[config.mk]
export PLATFORM = sky130hd
export DESIGN_NAME = pe_vec_mac
export DESIGN_NICKNAME = d
export VERILOG_FILES = /design/src/rtl/pe_vec_mac.sv
export SDC_FILE = /design/constraint.sdc
export NUM_CORES = 1
export LEC_CHECK = 0
export CAP_MARGIN = 10
export CORE_AREA = 2 2 257 259
export CTS_CLUSTER_SIZE = 24
export DETAILED_ROUTE_END_ITERATION = 6
export DIE_AREA = 0 0 259 261
export GPL_ROUTABILITY_DRIVEN = 0
export PLACE_DENSITY = 0.37
export SLEW_MARGIN = 20
export SYNTH_ARGS = -nofsm -noshare
export SYNTH_HDL_FRONTEND = slang
export SYNTH_SLANG_ARGS = --single-unit
[constraint.sdc]
create_clock -name clk -period 7.2 [get_ports clk]
set_clock_uncertainty 0.1 [all_clocks]
set_input_delay 1.44 -clock clk [delete_from_list [all_inputs] [get_ports clk]]
set_output_delay 1.44 -clock clk [all_outputs]
set_load 0.02 [all_outputs]
[src/rtl/pe_vec_mac.sv]
// Vector multiply-accumulate PE: LANES products per beat reduced by an adder tree,
// accumulated over a programmable beat count, result returned under valid/ready.
module pe_vec_mac #(
    parameter int DATA_W = 8,
    parameter int LANES  = 4,
    parameter int LEN_W  = 8,
    parameter int SIGNED = 1,
    localparam int ACC_W = 2*DATA_W + $clog2(LANES) + LEN_W
) (
    input  logic                      clk,
    input  logic                      rstn,
    input  logic                      en,
    input  logic                      i_start,
    input  logic [LEN_W-1:0]          i_len,
    input  logic                      i_valid,
    input  logic [LANES*DATA_W-1:0]   i_r1,
    input  logic [LANES*DATA_W-1:0]   i_r2,
    input  logic                      i_ready,
    output logic [ACC_W-1:0]          o_mat,
    output logic                      o_flag,
    output logic                      o_busy
);

    localparam int PROD_W = 2*DATA_W;
    localparam int MUL_W  = 2*DATA_W + 2;
    localparam int SUM_W  = PROD_W + $clog2(LANES);
    localparam int NODES  = 2*LANES - 1;

    typedef enum logic [1:0] {S_IDLE, S_ACC, S_DRAIN, S_DONE} state_t;

    state_t             state_q, state_d;
    logic [LEN_W-1:0]   len_q, len_d;
    logic [LEN_W-1:0]   cnt_q, cnt_d;
    logic [SUM_W-1:0]   sum_q, sum_d;
    logic               sum_vld_q, sum_vld_d;
    logic [ACC_W-1:0]   acc_q, acc_d;
    logic [ACC_W-1:0]   mat_q, mat_d;
    logic               flag_q, flag_d;

    logic [SUM_W-1:0]   node [NODES];
    logic [ACC_W-1:0]   sum_ext;
    logic [ACC_W-1:0]   acc_final;
    logic [LEN_W-1:0]   cnt_inc;

    // Heap-ordered adder tree: leaves at LANES-1.., node i = child 2i+1 + child 2i+2.
    always_comb begin : tree_p
        logic [MUL_W-1:0]  a_ext;
        logic [MUL_W-1:0]  b_ext;
        logic [MUL_W-1:0]  prod_full;
        logic [PROD_W-1:0] prod;
        for (int n = 0; n < NODES; n++) node[n] = '0;
        for (int k = 0; k < LANES; k++) begin
            if (SIGNED != 0) begin
                a_ext = MUL_W'($signed(i_r1[k*DATA_W +: DATA_W]));
                b_ext = MUL_W'($signed(i_r2[k*DATA_W +: DATA_W]));
            end else begin
                a_ext = MUL_W'(i_r1[k*DATA_W +: DATA_W]);
                b_ext = MUL_W'(i_r2[k*DATA_W +: DATA_W]);
            end
            prod_full = a_ext * b_ext;
            prod      = prod_full[PROD_W-1:0];
            if (SIGNED != 0) node[LANES-1+k] = SUM_W'($signed(prod));
            else             node[LANES-1+k] = SUM_W'(prod);
        end
        for (int i = LANES-2; i >= 0; i--) node[i] = node[2*i+1] + node[2*i+2];
    end

    always_comb begin
        if (SIGNED != 0) sum_ext = ACC_W'($signed(sum_q));
        else             sum_ext = ACC_W'(sum_q);
    end

    assign cnt_inc   = cnt_q + LEN_W'(1);
    assign acc_final = acc_q + (sum_vld_q ? sum_ext : '0);

    // NOTE: every next-state signal gets its hold value first so no path infers a latch.
    always_comb begin
        state_d   = state_q;
        len_d     = len_q;
        cnt_d     = cnt_q;
        sum_d     = sum_q;
        sum_vld_d = sum_vld_q;
        acc_d     = acc_q;
        mat_d     = mat_q;
        flag_d    = flag_q;
        case (state_q)
            S_IDLE: begin
                if (i_start) begin
                    len_d     = (i_len == '0) ? LEN_W'(1) : i_len;
                    cnt_d     = '0;
                    sum_d     = '0;
                    sum_vld_d = 1'b0;
                    acc_d     = '0;
                    state_d   = S_ACC;
                end
            end
            S_ACC: begin
                if (i_valid) begin
                    sum_d     = node[0];
                    sum_vld_d = 1'b1;
                    acc_d     = acc_final;
                    cnt_d     = cnt_inc;
                    if (cnt_inc == len_q) state_d = S_DRAIN;
                end
            end
            S_DRAIN: begin
                acc_d     = acc_final;
                sum_vld_d = 1'b0;
                mat_d     = acc_final;
                flag_d    = 1'b1;
                state_d   = S_DONE;
            end
            S_DONE: begin
                if (i_ready) begin
                    flag_d  = 1'b0;
                    state_d = S_IDLE;
                end
            end
            default: state_d = S_IDLE;
        endcase
    end

    // NOTE: sequential state uses non-blocking assignments so all registers update together.
    always_ff @(posedge clk or negedge rstn) begin
        if (!rstn) begin
            state_q   <= S_IDLE;
            len_q     <= '0;
            cnt_q     <= '0;
            sum_q     <= '0;
            sum_vld_q <= 1'b0;
            acc_q     <= '0;
            mat_q     <= '0;
            flag_q    <= 1'b0;
        end else if (en) begin
            state_q   <= state_d;
            len_q     <= len_d;
            cnt_q     <= cnt_d;
            sum_q     <= sum_d;
            sum_vld_q <= sum_vld_d;
            acc_q     <= acc_d;
            mat_q     <= mat_d;
            flag_q    <= flag_d;
        end
    end

    assign o_mat  = mat_q;
    assign o_flag = flag_q;
    assign o_busy = (state_q != S_IDLE);

endmodule

==> results of run 1 <==
-- cell families (layout without fill, tap and decap cells) --
group,Yosys count,after routing,synth area share (%)
AOI/OAI and AO/OA,178,178,7.62
xor gates and xnor gates,57,57,3.12
adders and majority gates,446,446,49.8
buffers and inverters,403,699,9.50
DFF,90,90,14.1
muxes,18,18,1.26
and+or+nand+nor,458,458,14.6
-- layout make-up --
| type | count | area (µm²) |
|---|---|---|
| multi-input combinational | 1157 | 12800 |
| inverter | 380 | 1430 |
| tap | 864 | 1080 |
| fill | 6832 | 44600 |
| timing repair buffer | 303 | 2550 |
| sequential | 90 | 2250 |
| clock inverter | 3 | 46.3 |
| clock buffer | 13 | 270 |
-- tightest hold or removal path: stages (launching register included) --
cell	delay (ps)
dfrtp_1	340
nand2_1	50
nand2_1	50
-- cell usage in the layout (no fill, tap or decap), drive strengths merged, types with 35 or more instances in the layout --
cell	netlist	final
dfrtp	90	90
clkdlybuf4s50	0	40
buf	2	251
and2	164	164
fa	319	319
nand2	170	170
nor2	35	35
inv	380	380
o21ai	47	47
ha	127	127
xnor2	40	40
-- registers in the layout, summed over array words and instances (netlist names) --
register	count
sum_q	18
o_mat	26
sum_vld_q	1
acc_q	26
o_flag	1
state_q	2
cnt_q	8
len_q	8
-- metrics by stage --
stage / hold WS, ps / setup TNS (ps) / util [%] / std cells / setup slack (ps)
final: 373 / -515 / 31.4 / 2810 / -120
after global placement: 357 / -10580 / 29.7 / 2756 / -1080
after detailed placement: 364 / -10880 / 29.7 / 2756 / -1110
after floorplan: 342 / 0 / - / 1650 / 1.54
after global routing: 405 / -1960 / 31.4 / 2810 / -335
after CTS: 380 / -956 / 31.0 / 2796 / -177
-- routing by layer --
metal  up-vias  share of wire [%]  track usage, %
li1       5639                  -               -
met2       138                 51            24.9
met1      5781                 46            17.7
met5         -              0.029               0
met4         2                1.2            2.41
met3        26                2.1            1.12
-- worst max-delay path by stage --
stage / startpoint / endpoint / depth (start not counted)
2_1_floorplan: i_r2[19] / sum_q[17]$_DFFE_PN0P_ / 21
3_3_place_gp: i_r2[13] / sum_q[14]$_DFFE_PN0P_ / 21
3_5_place_dp: i_r1[15] / sum_q[17]$_DFFE_PN0P_ / 21
4_1_cts: i_r1[23] / sum_q[17]$_DFFE_PN0P_ / 22
5_1_grt: i_r2[15] / sum_q[17]$_DFFE_PN0P_ / 24
6_report: i_r1[31] / sum_q[15]$_DFFE_PN0P_ / 22
-- synthesized netlist by cell type (3+ instances only) --
cell type and n:
a211o_1 3, a21o_1 14, a21oi_1 32, a22o_1 20
a311o_1 4, a311oi_1 3, a31o_2 3, a31oi_1 7
a32o_1 4, and2_1 164, and3_1 6, clkbuf_1 21
dfrtp_1 90, fa_1 319, ha_1 127, inv_1 380
mux2_2 17, nand2_1 170, nand2b_1 18, nand3_1 16
nand3b_1 3, nand4_1 5, nor2_1 35, nor2b_1 14
nor3_1 8, nor4_1 3, o211ai_1 10, o21a_1 6
o21ai_0 46, o21bai_1 3, o31ai_1 7, or3_1 9
xnor2_1 40, xor2_1 17
-- repair_timing --
action	4_1_cts	5_1_grt
pin swaps	96	95
buffers inserted	24	17
resized for setup	436	81
gates cloned	1	0
endpoints found under the setup margin	11	9
==> results by group, run 1 <==
Setup path
  – Critical Path RT: 7310 ps
  – Worst r2r src: sum_vld_q$_DFFE_PN0P_
  – Critical-path maximum fanout: 6
  – Setup crit start kind: primary input
  – Reg2reg path depth: 10
  – FF-to-FF setup slack: 3590 ps
  – CP Buf/Inv Count: 6
  – CP endpoint kind: flop
  – Slowest-stage cell, CP: fa_2
  – Worst r2r dst: acc_q[24]$_DFFE_PN0P_
  – CP peak stage delay: 620 ps
  – CP cell instances: buf_12 -> and2_4 -> buf_12 -> buf_6 -> fa_1 -> fa_1 -> fa_1 -> fa_2 -> fa_2 -> fa_2 -> fa_1 -> inv_1 -> fa_1 -> inv_2 -> ha_4 -> and2_4 -> a22o_1 -> a311oi_2 -> buf_4 -> nor2_4 -> xnor2_2 -> o21ai_1
  – Worst endpoint data arrival time: 7430 ps
  – Crit Path Class: primary input to flop
  – Most used cell, CP: fa_1
  – Critical path's top delay family: adder cells

Outcome
  – Failing checks: setup timing
  – Outcome: complete, but fails checks

Synth
  – Netlist cell types: 55
  – Post-Synthesis Cells: 1,650
  – Synth area leader: fa_1
  – Synth async-reset ratio: 100%
  – Number of flops mapped to enable cells by yosys: 0
  – Syn avg cell area: 9.70 µm²
  – Post-Syn Area: 0.0160 mm²
  – Post-synthesis sequential area ratio: 14.1%
  – FF+latch count, synth: 90
  – Post-synth top area share: 39.9%
  – Ys Warns: 0
  – Syn nets: 2,174
  – Top post-synthesis cells by area: fa_1 40%, dfrtp_1 14%, ha_1 9.9%
  – Ys flop type: dfrtp_1

Timing
  – Fin crit period: 7320 ps
  – Relative max-transition margin: 44.5%
  – Fin. Hold Viols: 0
  – Slew Limit Fails: 0
  – Worst-Margin Slew: 832 ps
  – Period utilization: 102%
  – RSZ-0062 raised after global routing: true
  – Final setup fails: 6
  – Max Freq: 0.137 GHz
  – Final WS setup: -120 ps

Clock network
  – Clock Path Buffers: 2
  – Root Driver: clkbuf_16
  – # hold bufs at CTS: 0
  – Clk Latency, worst-skew pair: 360 ps
  – CTS H-tree depth: 3
  – CTS tree: yes
  – Clock transition at path regs: 70 ps
  – # clock sinks: 90
  – CTS buffer count: 9

Drt
  – Vias/cell: 4.12
  – DRT antenna net count: 0
  – Residual DRC: 0
  – Via count: 11.6k
  – Drt wl/cell: 15.8 µm
  – Routed wire length: 44.3 mm
  – Starting DRT DRC Count: 313
  – DRT Pass-1 Iters: 4

Worst hold path
  – Class of the worst hold path: flop to flop
  – Hold_sp: o_mat[0]$_DFFE_PN0P_
  – Hold endpoint: o_mat[0]$_DFFE_PN0P_
  – Hold Path Stages: 2

Finish
  – Synth-to-Final Area Change: 27.7%
  – Post-route cell area: 0.0204 mm²
  – N_diodes: 0
  – NumNets Final: 2,465
  – Layout cell share with drive strength beyond 1: 23.9%

Global route
  – Initial antenna violation count: 1
  – Maximum number of pins on one net before global-route repair: 51
  – Vias in the first global route: 13.2k
  – Congestion Overflow GR: 0
  – First-pass GRT wire length: 72.0 mm
  – GRT Total Usage: 13.6%

Floorplanning
  – Die width: 259 µm
  – FP Rows: 94
  – Total die area: 0.0676 mm²
  – Ports: 106
  – CORE AREA: 0.0650 mm²
  – Starting Density: 24.6%
  – Die extent in y: 261 µm

Flow run
  – Max Cap Violations: 0

Placement
  – Post-DP HPWL: 39.3 mm
  – Dpl cell area: 0.0193 mm²
  – Port Buf Inserts: 105
Power of run 1 is left out: the tool's default activity adds up to more than one toggle a clock period on the data nets, which glitch-free logic cannot reach.
==> inputs of run 2 (changes only) <==
--- a/config.mk
+++ b/config.mk
@@ -6,12 +6,12 @@
 export NUM_CORES = 1
 export LEC_CHECK = 0
 export CAP_MARGIN = 10
-export CORE_AREA = 2 2 257 259
+export CORE_AREA = 2 2 227 229
 export CTS_CLUSTER_SIZE = 24
 export DETAILED_ROUTE_END_ITERATION = 6
-export DIE_AREA = 0 0 259 261
+export DIE_AREA = 0 0 229 231
 export GPL_ROUTABILITY_DRIVEN = 0
-export PLACE_DENSITY = 0.37
+export PLACE_DENSITY = 0.45
 export SLEW_MARGIN = 20
 export SYNTH_ARGS = -nofsm -noshare
 export SYNTH_HDL_FRONTEND = slang
==> run 2 against run 1 <==
Against the previous run:
- the flow still finishes with violations (setup timing)
- core utilization rose by 8.4 points
- routed wire length fell by 6.9%
- critical path depth did not move
- first-iteration DRC count rose by 36%
- final area fell by 1.2%
- worst hold slack barely moved
- die area fell by 22%
- clock-buffer cell count fell by 4
- cell count fell by 6.4%
- via count rose by 1.5%
- largest cell class unchanged
==> results by group, run 2 (synthesized netlist as in run 1, its figures left out) <==
Drt
  – Starting DRT DRC Count: 427
  – DRT antenna net count: 0
  – Routed wire length: 41.3 mm
  – Vias/cell: 4.47
  – Via count: 11.8k
  – DRT Pass-1 Iters: 4
  – Drt wl/cell: 15.7 µm
  – Residual DRC: 0

Floorplanning
  – CORE AREA: 0.0507 mm²
  – Total die area: 0.0529 mm²
  – Die extent in y: 231 µm
  – Die width: 229 µm
  – FP Rows: 83
  – Starting Density: 31.6%
  – Ports: 106

Flow run
  – Max Cap Violations: 0

Placement
  – # placed instances: 2,576
  – Dpl cell area: 0.0191 mm²
  – Post-DP HPWL: 36.5 mm
  – Port Buf Inserts: 105

Finish
  – N_diodes: 0
  – Synth-to-Final Area Change: 26.2%
  – Non-filler cells in the finished layout: 2,631
  – Post-route cell area: 0.0202 mm²
  – Commonest non-fill, non-tap cell in the layout: inv_1
  – Most frequent cells in the layout: 350 x inv_1, 298 x fa_1, 173 x buf_4, 151 x nand2_1, 139 x and2_1
  – NumNets Final: 2,470
  – Layout cell share with drive strength beyond 1: 22.9%

Clock network
  – Clk Latency, worst-skew pair: 360 ps
  – Clock transition at path regs: 70 ps
  – Root Driver: clkbuf_16
  – CTS H-tree depth: 3
  – # hold bufs at CTS: 0
  – # clock sinks: 90
  – CTS tree: yes
  – CTS buffer count: 9
  – Clock Path Buffers: 2

Timing
  – Final setup fails: 6
  – WHS: 373 ps
  – RSZ-0062 raised after global routing: true
  – Worst-Margin Slew: 861 ps
  – Fin crit period: 7360 ps
  – Final WS setup: -159 ps
  – Relative max-transition margin: 42.6%
  – Setup TNS: -711 ps
  – Slew Limit Fails: 0
  – Period utilization: 102%
  – Max Freq: 0.136 GHz
  – Fin. Hold Viols: 0

Setup path
  – CP cell instances: buf_8 -> and2_4 -> fa_2 -> buf_6 -> buf_6 -> fa_1 -> inv_2 -> fa_1 -> inv_2 -> fa_1 -> fa_1 -> fa_1 -> fa_1 -> inv_2 -> fa_1 -> inv_1 -> ha_2 -> or3_4 -> a311oi_4 -> nor2_1 -> xnor2_1 -> o21ai_0
  – FF-to-FF setup slack: 3610 ps
  – CP Buf/Inv Count: 7
  – Critical path's top delay family: adder cells
  – Critical-path maximum fanout: 6
  – Worst r2r src: sum_vld_q$_DFFE_PN0P_
  – Critical Path RT: 7340 ps
  – Reg2reg path depth: 10
  – CP endpoint kind: flop
  – Slowest-stage cell, CP: fa_1
  – CP peak stage delay: 560 ps
  – Worst r2r dst: acc_q[24]$_DFFE_PN0P_
  – Setup crit start: i_r1[23]
  – Crit Path Class: primary input to flop
  – Worst endpoint data arrival time: 7500 ps
  – Crit path depth: 22
  – Worst setup endpoint: sum_q[15]$_DFFE_PN0P_
  – Most used cell, CP: fa_1
  – Setup crit start kind: primary input

Global route
  – Initial antenna violation count: 0
  – Vias in the first global route: 13.2k
  – First-pass GRT wire length: 68.9 mm
  – GRT Total Usage: 16.4%
  – Maximum number of pins on one net before global-route repair: 67
  – Congestion Overflow GR: 0

Outcome
  – Outcome: complete, but fails checks
  – Failing checks: setup timing

Worst hold path
  – Class of the worst hold path: flop to flop
## run 2: worst min path at each step
stage | endpoint | cells after the start | startpoint | slack, ps
2_1_floorplan | sum_q[9]$_DFFE_PN0P_ | 2 | sum_q[9]$_DFFE_PN0P_ | 340
3_3_place_gp | sum_q[9]$_DFFE_PN0P_ | 2 | sum_q[9]$_DFFE_PN0P_ | 360
3_5_place_dp | o_mat[0]$_DFFE_PN0P_ | 2 | o_mat[0]$_DFFE_PN0P_ | 360
4_1_cts | o_mat[0]$_DFFE_PN0P_ | 2 | o_mat[0]$_DFFE_PN0P_ | 380
5_1_grt | sum_q[13]$_DFFE_PN0P_ | 2 | sum_q[13]$_DFFE_PN0P_ | 400
6_report | sum_q[8]$_DFFE_PN0P_ | 2 | sum_q[8]$_DFFE_PN0P_ | 370
## run 2: layout make-up
type / count / area (µm²)
timing repair buffer: 308 / 2610
sequential: 90 / 2250
inverter: 380 / 1430
tap: 680 / 851
clock buffer: 9 / 225
clock inverter: 7 / 63.8
multi-input combinational: 1157 / 12800
fill: 5163 / 30500
## run 2: what timing repair did
item,CTS,global route
resized for setup,368,100
endpoints found under the setup margin,11,9
pin swaps,132,92
buffers inserted,31,9
hold endpoints to repair,0,0
## run 2: worst register-to-register path: stages (launching register included)
cell and delay [ps]:
dfrtp_1 620, nand2_1 300, inv_1 360, ha_1 400
a21o_1 250, a21o_1 220, a21o_1 220, a31o_1 270
or3_1 370, o21a_1 210, o211ai_1 180
## run 2: metrics by stage
step | util (%) | setup slack (ps)
finish | 39.9 | -159
CTS | 39.3 | -194
detailed placement | 37.7 | -1170
floorplan | - | 1.54
global route | 39.9 | -343
global placement | 37.7 | -1110
## run 2: per-layer routing
metal | GRT usage [%] | vias to the layer above | wire (µm)
met5 | 0 | - | 0
met4 | 4.14 | 0 | 732
met3 | 0.877 | 42 | 578
met2 | 29.6 | 147 | 21100
met1 | 21.3 | 5916 | 18900
li1 | - | 5660 | -
Power of run 2 is left out for the same reason.
